--- config.mk ---
export PLATFORM = sky130hd
export DESIGN_NAME = interrupt_ctrl
export DESIGN_NICKNAME = d
export VERILOG_FILES = /design/src/rtl/interrupt_pkg.sv /design/src/rtl/interrupt_ctrl_cause_latch.sv /design/src/rtl/interrupt_ctrl.sv
export SDC_FILE = /design/constraint.sdc
export NUM_CORES = 1
export LEC_CHECK = 0
export CAP_MARGIN = 10
export CORE_ASPECT_RATIO = 0.6
export CORE_MARGIN = 2
export CORE_UTILIZATION = 40
export DETAILED_ROUTE_END_ITERATION = 7
export PLACE_DENSITY = 0.92
export SKIP_LAST_GASP = 1
export SLEW_MARGIN = 10
export SYNTH_ARGS = -nofsm -noshare
export SYNTH_HDL_FRONTEND = slang
export SYNTH_SLANG_ARGS = --single-unit
--- constraint.sdc ---
create_clock -name clk -period 2.95 [get_ports clk]
set_input_delay 0.295 -clock clk [delete_from_list [all_inputs] [get_ports clk]]
set_output_delay 0.295 -clock clk [all_outputs]
set_load 0.02 [all_outputs]
--- src/rtl/interrupt_pkg.sv ---
// ---------------------------------------------------------------------------
// interrupt_pkg
// Shared definitions for the interrupt controller and the SPR bank.
//   NCAUSE    : number of cause lines (width of mca / pend / sr_mask)
//   EXT_BASE  : first external (sticky) cause index
//   NMI_MASK  : causes that ignore the status-register mask
//   RPT_MASK  : causes whose handler repeats the faulting instruction
//   SISR      : ISR entry address
//   state_e   : controller state {RUN, JISR, ISR}
// ---------------------------------------------------------------------------
package interrupt_pkg;

  localparam int NCAUSE   = 23;
  localparam int EXT_BASE = 12;

  localparam logic [NCAUSE-1:0] NMI_MASK = 23'h000001;
  localparam logic [NCAUSE-1:0] RPT_MASK = 23'h000060;
  localparam logic [31:0]       SISR     = 32'h0000_0100;

  // External causes occupy the upper bits; everything below is internal.
  localparam logic [NCAUSE-1:0] EXT_BITS = {NCAUSE{1'b1}} << EXT_BASE;
  localparam logic [NCAUSE-1:0] INT_BITS = ~EXT_BITS;

  typedef enum logic [1:0] {
    RUN  = 2'd0,
    JISR = 2'd1,
    ISR  = 2'd2
  } state_e;

  // Raw cause lines that count this cycle: externals always, internals only
  // when an instruction actually retires.
  function automatic logic [NCAUSE-1:0] qualify_causes(
    input logic [NCAUSE-1:0] cause,
    input logic              commit
  );
    return (cause & EXT_BITS) | (commit ? (cause & INT_BITS) : '0);
  endfunction

endpackage

--- src/rtl/interrupt_ctrl_cause_latch.sv ---
// ---------------------------------------------------------------------------
// cause_latch
// Sticky pending register for external cause lines.
//   clk    in   clock, rising edge
//   rst_n  in   asynchronous active-low reset
//   set_i  in   WIDTH  bits to mark pending this cycle
//   clr_i  in   WIDTH  bits reported to software this cycle
//   pend_o out  WIDTH  current pending bits
// A bit that is set and cleared on the same edge stays set, so a source that
// is still asserting while it is being reported is not lost.
// ---------------------------------------------------------------------------
module cause_latch
  import interrupt_pkg::*;
#(
  parameter int WIDTH = NCAUSE
) (
  input  logic             clk,
  input  logic             rst_n,
  input  logic [WIDTH-1:0] set_i,
  input  logic [WIDTH-1:0] clr_i,
  output logic [WIDTH-1:0] pend_o
);

  logic [WIDTH-1:0] pend_q;
  logic [WIDTH-1:0] pend_d;

  assign pend_d = (pend_q & ~clr_i) | set_i;

  always_ff @(posedge clk or negedge rst_n) begin
    if (!rst_n) begin
      pend_q <= '0;
    end else begin
      pend_q <= pend_d;
    end
  end

  assign pend_o = pend_q;

endmodule

--- src/rtl/interrupt_ctrl.sv ---
// ---------------------------------------------------------------------------
// interrupt_ctrl
// Collects internal/external cause lines, masks them and raises jisr toward
// the SPR bank and PC logic; tracks ISR execution until rfe.
//   clk         in   clock, rising edge
//   rst_n       in   asynchronous active-low reset
//   commit_i    in   instruction retires; qualifies internal causes
//   cause_in_i  in   NCAUSE raw cause lines
//   sr_mask_i   in   NCAUSE interrupt enable mask (1 = enabled)
//   rfe_i       in   return-from-exception retires
//   jisr_o      out  one-cycle interrupt pulse
//   mca_o       out  NCAUSE masked cause vector reported with jisr
//   rpt_o       out  repeat-type interrupt, valid with jisr
//   isr_pc_o    out  32 ISR start address while jisr is high, else 0
//   in_isr_o    out  high while an ISR is executing
//   pend_o      out  NCAUSE sticky external pending bits
// Configuration macro: INT_NEST_EN (when defined, maskable causes may nest
// inside an ISR through sr_mask; otherwise only NMI causes are taken there).
// ---------------------------------------------------------------------------
module interrupt_ctrl
  import interrupt_pkg::*;
(
  input  logic              clk,
  input  logic              rst_n,
  input  logic              commit_i,
  input  logic [NCAUSE-1:0] cause_in_i,
  input  logic [NCAUSE-1:0] sr_mask_i,
  input  logic              rfe_i,
  output logic              jisr_o,
  output logic [NCAUSE-1:0] mca_o,
  output logic              rpt_o,
  output logic [31:0]       isr_pc_o,
  output logic              in_isr_o,
  output logic [NCAUSE-1:0] pend_o
);

  state_e            state_q;
  logic              jisr_q;
  logic [NCAUSE-1:0] mca_q;
  logic              rpt_q;
  logic [31:0]       isr_pc_q;
  logic              in_isr_q;

  logic [NCAUSE-1:0] pend;
  logic [NCAUSE-1:0] cand;
  logic [NCAUSE-1:0] enMask;
  logic [NCAUSE-1:0] elig;
  logic              take;

  assign cand = pend | qualify_causes(cause_in_i, commit_i);

  // Which causes may be taken depends on where we are. During the JISR
  // pulse nothing is taken, which also keeps pend from being cleared there.
  always_comb begin
    enMask = sr_mask_i | NMI_MASK;
    if (state_q == ISR) begin
`ifdef INT_NEST_EN
      enMask = sr_mask_i | NMI_MASK;
`else
      enMask = NMI_MASK;
`endif
    end else if (state_q == JISR) begin
      enMask = '0;
    end
  end

  assign elig = cand & enMask;
  assign take = |elig;

  // Reported bits are exactly the eligible ones on the entry edge.
  cause_latch #(
    .WIDTH (NCAUSE)
  ) u_cause_latch (
    .clk    (clk),
    .rst_n  (rst_n),
    .set_i  (cause_in_i & EXT_BITS),
    .clr_i  (elig),
    .pend_o (pend)
  );

  // Controller FSM with all outputs registered. Entry into JISR captures
  // mca/rpt and starts the one-cycle pulse; an eligible cause in ISR wins
  // over a simultaneous rfe.
  always_ff @(posedge clk or negedge rst_n) begin
    if (!rst_n) begin
      state_q  <= RUN;
      jisr_q   <= 1'b0;
      mca_q    <= '0;
      rpt_q    <= 1'b0;
      isr_pc_q <= '0;
      in_isr_q <= 1'b0;
    end else begin
      case (state_q)
        RUN: begin
          if (take) begin
            state_q  <= JISR;
            jisr_q   <= 1'b1;
            isr_pc_q <= SISR;
            mca_q    <= elig;
            rpt_q    <= |(elig & RPT_MASK);
          end
        end
        JISR: begin
          state_q  <= ISR;
          jisr_q   <= 1'b0;
          isr_pc_q <= '0;
          in_isr_q <= 1'b1;
        end
        ISR: begin
          if (take) begin
            state_q  <= JISR;
            jisr_q   <= 1'b1;
            isr_pc_q <= SISR;
            mca_q    <= elig;
            rpt_q    <= |(elig & RPT_MASK);
          end else if (rfe_i) begin
            state_q  <= RUN;
            in_isr_q <= 1'b0;
          end
        end
        default: begin
          state_q  <= RUN;
          jisr_q   <= 1'b0;
          isr_pc_q <= '0;
          in_isr_q <= 1'b0;
        end
      endcase
    end
  end

  assign jisr_o   = jisr_q;
  assign mca_o    = mca_q;
  assign rpt_o    = rpt_q;
  assign isr_pc_o = isr_pc_q;
  assign in_isr_o = in_isr_q;
  assign pend_o   = pend;

endmodule

==> run metrics, run 1 <==
FF+latch count, synth=51; reg2reg end=mca_o[0]$_DFFE_PN0P_; register area share after synthesis=51.4%; dpl cells=418; CTS buffer count=5; Die Area=0.00688 mm^2; total I/O pin count=131; Max-Cap Viols=0; post_cts resized=0; f_max=411 MHz; Gate power share=52.8%; fin cells=426; Rel. slew slack=45.2%; placer's final routability congestion estimate=0.785; Buf/Inv on CP=3; clock power share=13.0%; top-area cell type share of the netlist area=51.4%; critical path data required time=3170 ps; Slew @ Worst Pin=821 ps; number of buffers added on ports=98; outcome=complete, no violations; P_leak=0.00168 uW; setup bufs post-CTS=0; TritonCTS clock tree=done; hpwl dp=4880 um; final clock skew=7.87 ps; Mean Syn Cell Area=10.4 um^2; Peak VDD IR=0.000451 V; vias in the first global route=2055; Setup TNS=0 ps; 1st-pass router iterations=4; R2R depth=9; Max FO, Critical Path=29; Cells after Synth=238; design area=0.00353 mm^2; CP arrival=2650 ps; commonest cells after routing, fill and taps aside=clkdlybuf4s50_1 (97), dfrtp_1 (51), conb_1 (31); CP max-delay cell=dfrtp_1; final slew viol count=0; Setup crit start kind=flop; First DRT Iteration DRCs=81; placed cell area=0.00345 mm^2; Die Y=65.0 um; Initial Utilization=41.0%; Final ANT Viol Nets=0; clk_lat worst skew=300 ps; cts-stage hold buffer count=0; register-to-register setup slack=520 ps; # DRC=0; total gr overflow=0; first-pass GRT wire length=10000 um; share of post-route cells with drive strength above 1=7.31%; reg-to-reg startpoint=state_q[0]$_DFFE_PN0P_; Hold WS=91.5 ps; final setup fails=0; Inserted Diodes=0; H-tree depth=2; RSZ-0062 raised after global routing=false; worst-path cell chain=buf_4 > xnor2_2 > buf_4 > nand3_1 > and4_1 > nand3_1 > o21ai_4 > buf_4 > mux2i_1; core box area=0.00606 mm^2; kind of critical path=reg -> reg; endpoints failing hold=0; Int Pwr=1720 uW; Routed Wire Length=6330 um; Net Sw Frac=41.5%; crit-path most repeated cell=buf_4; Synth area leaders=dfrtp_1 (51%), buf_4 (10%), a21o_1 (8.5%); clock-pin slew on the worst setup and hold paths=90 ps; clk buf depth=2; minimum clock period=2430 ps; Synth area leader=dfrtp_1; CP Capture Type=flop; Yosys Warn Count=0; largest net degree at the start of global routing=37; total track usage=18.7%; via count=2051; synthesized cell area=0.00248 mm^2; clock sink count=51; Routed WL per cell=14.9 um; pwr/cell area=833 mW/mm^2; Switch Pwr=1220 uW; chip width=106 um; Synth cell types=37; worst hold path type=in -> async; CP delay by family, top=buffers and inverters; vias per cell=4.81; max incr delay on CP=390 ps; Area Growth Syn to Fin=42.0%; sequential power share=34.2%; Final Cycle Share=82.5%; initial antenna violation count=0; CTS root buf=clkbuf_8; most common cell after layout, fill and taps aside=clkdlybuf4s50_1; Final nets=391; row count=22
==> kinds of logic after synthesis <==
logic type | after synthesis | share of synthesized area [%]
buffers and inverters | 46 | 12.9
other | 1 | 0.151
muxes | 3 | 1.31
DFF | 51 | 51.4
xor gates and xnor gates | 2 | 1.31
and+or+nand+nor | 67 | 14.4
AOI/OAI and AO/OA | 68 | 18.5
==> flip-flops by register name (all words and copies together) (netlist names) <==
name                  count
u_cause_latch.pend_o     23
state_q                   2
mca_o                    23
rpt_o                     1
isr_pc_o                  1
in_isr_o                  1
==> per-layer routing <==
metal  GRT usage (%)  part of all wire [%]  vias to the layer above
met5               0                     0                        -
met3            6.64                   8.7                        4
met2            31.0                    45                       88
met4            3.95                  0.47                        0
li1                -                     -                      957
met1            23.9                    46                     1002
==> final cells by class <==
class | instances | area (um^2)
clock buffers | 7 | 76.3
clock inverters | 1 | 5.00
fillers | 538 | 2530
inverters | 4 | 15.0
multi-input cells | 171 | 998
flip-flops and latches | 51 | 1280
well taps | 84 | 105
repair buffers | 108 | 1050
==> metrics by stage <==
stage | worst slack (ps) | total power [uW] | utilization [%]
global route | 296 | 3120 | 58.2
CTS | 477 | 2970 | 58.2
global placement | 431 | 2530 | 56.9
floorplan | 944 | 1970 | -
finish | 515 | 2940 | 58.2
detailed placement | 382 | 2580 | 56.9
==> worst max path at each step <==
stage / cells past startpoint / end / slack (ps) / from
2_1_floorplan: 8 / mca_o[12]$_DFFE_PN0P_ / 940 / state_q[1]$_DFFE_PN0P_
3_3_place_gp: 7 / mca_o[12]$_DFFE_PN0P_ / 430 / commit_i
3_5_place_dp: 8 / mca_o[0]$_DFFE_PN0P_ / 380 / cause_in_i[15]
4_1_cts: 8 / mca_o[0]$_DFFE_PN0P_ / 480 / state_q[1]$_DFFE_PN0P_
5_1_grt: 9 / mca_o[0]$_DFFE_PN0P_ / 300 / state_q[0]$_DFFE_PN0P_
6_report: 9 / mca_o[0]$_DFFE_PN0P_ / 520 / state_q[0]$_DFFE_PN0P_
==> Yosys cell counts, drive strengths merged <==
| cell type | number |
|---|---|
| inv | 4 |
| nand4b | 1 |
| conb | 1 |
| a21oi | 10 |
| o21ai | 18 |
| nor2 | 12 |
| nand2 | 14 |
| or2 | 1 |
| xor2 | 1 |
| dfrtp | 51 |
| and2b | 1 |
| and2 | 11 |
| nand3 | 9 |
| and4 | 1 |
| a21boi | 1 |
| o21bai | 1 |
| a31oi | 1 |
| nor3b | 1 |
| o22ai | 1 |
| o2bb2ai | 5 |
| nand2b | 3 |
| mux2i | 1 |
| nor4 | 2 |
| a22o | 1 |
| nor2b | 1 |
| buf | 39 |
| a21o | 28 |
| o211a | 1 |
| nor3 | 10 |
| mux2 | 2 |
| a31o | 1 |
| clkbuf | 3 |
| xnor2 | 1 |
==> power by group through the flow <==
stage	sequential, uW	combinational, uW	clock, uW
6_report	1000	1550	383
5_1_grt	1030	1670	427
4_1_cts	1000	1560	401
3_5_place_dp	1020	1560	0
3_3_place_gp	1000	1520	0
2_1_floorplan	1200	767	0
Power figures use the tool's default switching activity.
==> run 2, diff against run 1 <==
- CORE_UTILIZATION: 40 -> 39
- PLACE_DENSITY: 0.92 -> 0.91
- clock period: 2.95 -> 2.5 ns (I/O delays scaled with it)
==> run metrics, run 2 (synthesized netlist as in run 1, its figures left out) <==
reg2reg end=mca_o[0]$_DFFE_PN0P_; clock sink count=51; placer's final routability congestion estimate=0.798; Max FO, Critical Path=13; register-to-register setup slack=230 ps; PnR worst setup slack=233 ps; final clock skew=12.5 ps; clock-pin slew on the worst setup and hold paths=90 ps; total gr overflow=0; total I/O pin count=131; Hold WS=474 ps; Final nets=398; vias in the first global route=2223; RSZ-0062 raised after global routing=false; reg-to-reg startpoint=state_q[1]$_DFFE_PN0P_; minimum clock period=2270 ps; Slew @ Worst Pin=494 ps; First DRT Iteration DRCs=108; row count=22; max incr delay on CP=480 ps; crit-path most repeated cell=buf_4; kind of critical path=reg -> reg; # DRC=0; Initial Utilization=40.5%; Inserted Diodes=0; met1 Use GR=24.9%; dpl ws=29.7 ps; f_max=441 MHz; clk buf depth=2; CTS buffer count=5; CP delay by family, top=simple AND/OR/NAND/NOR gates; worst hold path type=in -> async; Die Y=65.8 um; final setup fails=0; total power=3610 uW; GRT met2 Usage=30.9%; Final Cycle Share=90.7%; Max-Cap Viols=0; worst-path cell chain=buf_4 > and2b_1 > o22ai_1 > nor4_2 > nand3_1 > o21ai_4 > buf_4 > mux2i_1; via count=2107; pwr/cell area=1000 mW/mm^2; Final ANT Viol Nets=0; Die Area=0.00704 mm^2; vias per cell=4.87; first-pass GRT wire length=10400 um; share of post-route cells with drive strength above 1=9.17%; largest net degree at the start of global routing=30; commonest cells after routing, fill and taps aside=clkdlybuf4s50_1 (97), dfrtp_1 (51), conb_1 (31); final slew viol count=0; initial antenna violation count=0; chip width=107 um; critical path data required time=2730 ps; Rel. slew slack=66.7%; most common cell after layout, fill and taps aside=clkdlybuf4s50_1; CTS root buf=clkbuf_8; Buf/Inv on CP=2; CP arrival=2490 ps; clk_lat worst skew=300 ps; Peak VDD IR=0.000438 V; H-tree depth=2; core box area=0.00614 mm^2; Routed Wire Length=6440 um; outcome=complete, no violations; total track usage=18.9%; hpwl dp=5120 um; Worst path depth=8; 1st-pass router iterations=6; P_leak=0.00172 uW; TritonCTS clock tree=done; CP max-delay cell=dfrtp_1; endpoints failing hold=0; Routed WL per cell=14.9 um; Area Growth Syn to Fin=45.2%; GRT met3 Usage=6.01%; CP Capture Type=flop; gr busiest metal=met2; Setup crit start kind=flop; Setup TNS=0 ps; number of buffers added on ports=98; R2R depth=8
==> run 2: layout make-up <==
type	count	area, um^2
Fill cell	519	2530
Sequential cell	51	1280
Timing Repair Buffer	115	1110
Multi-Input combinational cell	171	1010
Tap cell	84	105
Clock buffer	7	86.3
Inverter	4	15.0
Clock inverter	1	8.76
==> run 2: how the worst max path moves through the flow <==
| stage | start | to |
|---|---|---|
| after floorplan | state_q[1]$_DFFE_PN0P_ | mca_o[12]$_DFFE_PN0P_ |
| after global placement | cause_in_i[17] | mca_o[12]$_DFFE_PN0P_ |
| after detailed placement | cause_in_i[17] | mca_o[0]$_DFFE_PN0P_ |
| after CTS | state_q[1]$_DFFE_PN0P_ | mca_o[0]$_DFFE_PN0P_ |
| after global routing | state_q[1]$_DFFE_PN0P_ | mca_o[0]$_DFFE_PN0P_ |
| final | state_q[1]$_DFFE_PN0P_ | mca_o[0]$_DFFE_PN0P_ |
==> run 2: stage by stage <==
stage               util [%]  cells  cell area (um^2)
floorplan                  -    268              2600
global placement        56.9    424              3490
detailed placement      56.9    424              3490
CTS                     58.6    433              3600
global route            58.8    433              3610
finish                  58.8    433              3610
==> run 2: metal layers <==
layer	vias to the layer above	wire, um
met5	-	0
met4	0	36
li1	985	-
met3	6	595
met2	94	2920
met1	1022	2890
==> run 2: worst register-to-register path, delay by kind of cell (launching register included) <==
family / cells / cell delay [ps]
compound gates: 2 / 340
mux: 1 / 200
buf+inv: 2 / 450
flops: 1 / 480
simple gates: 3 / 740
==> run 2: repair_timing <==
action	4_1_cts	5_1_grt
buffers inserted	0	0
resized for setup	0	1
hold endpoints to repair	51	0
setup endpoints to repair	0	13
hold buffers	1	0
==> run 2: report_power, final <==
| group | switching, uW | total (uW) | internal [uW] |
|---|---|---|---|
| Sequential | 166 | 1200 | 1040 |
| Clock | 266 | 493 | 227 |
| Combinational | 1040 | 1910 | 876 |
| Total | 1470 | 3610 | 2140 |
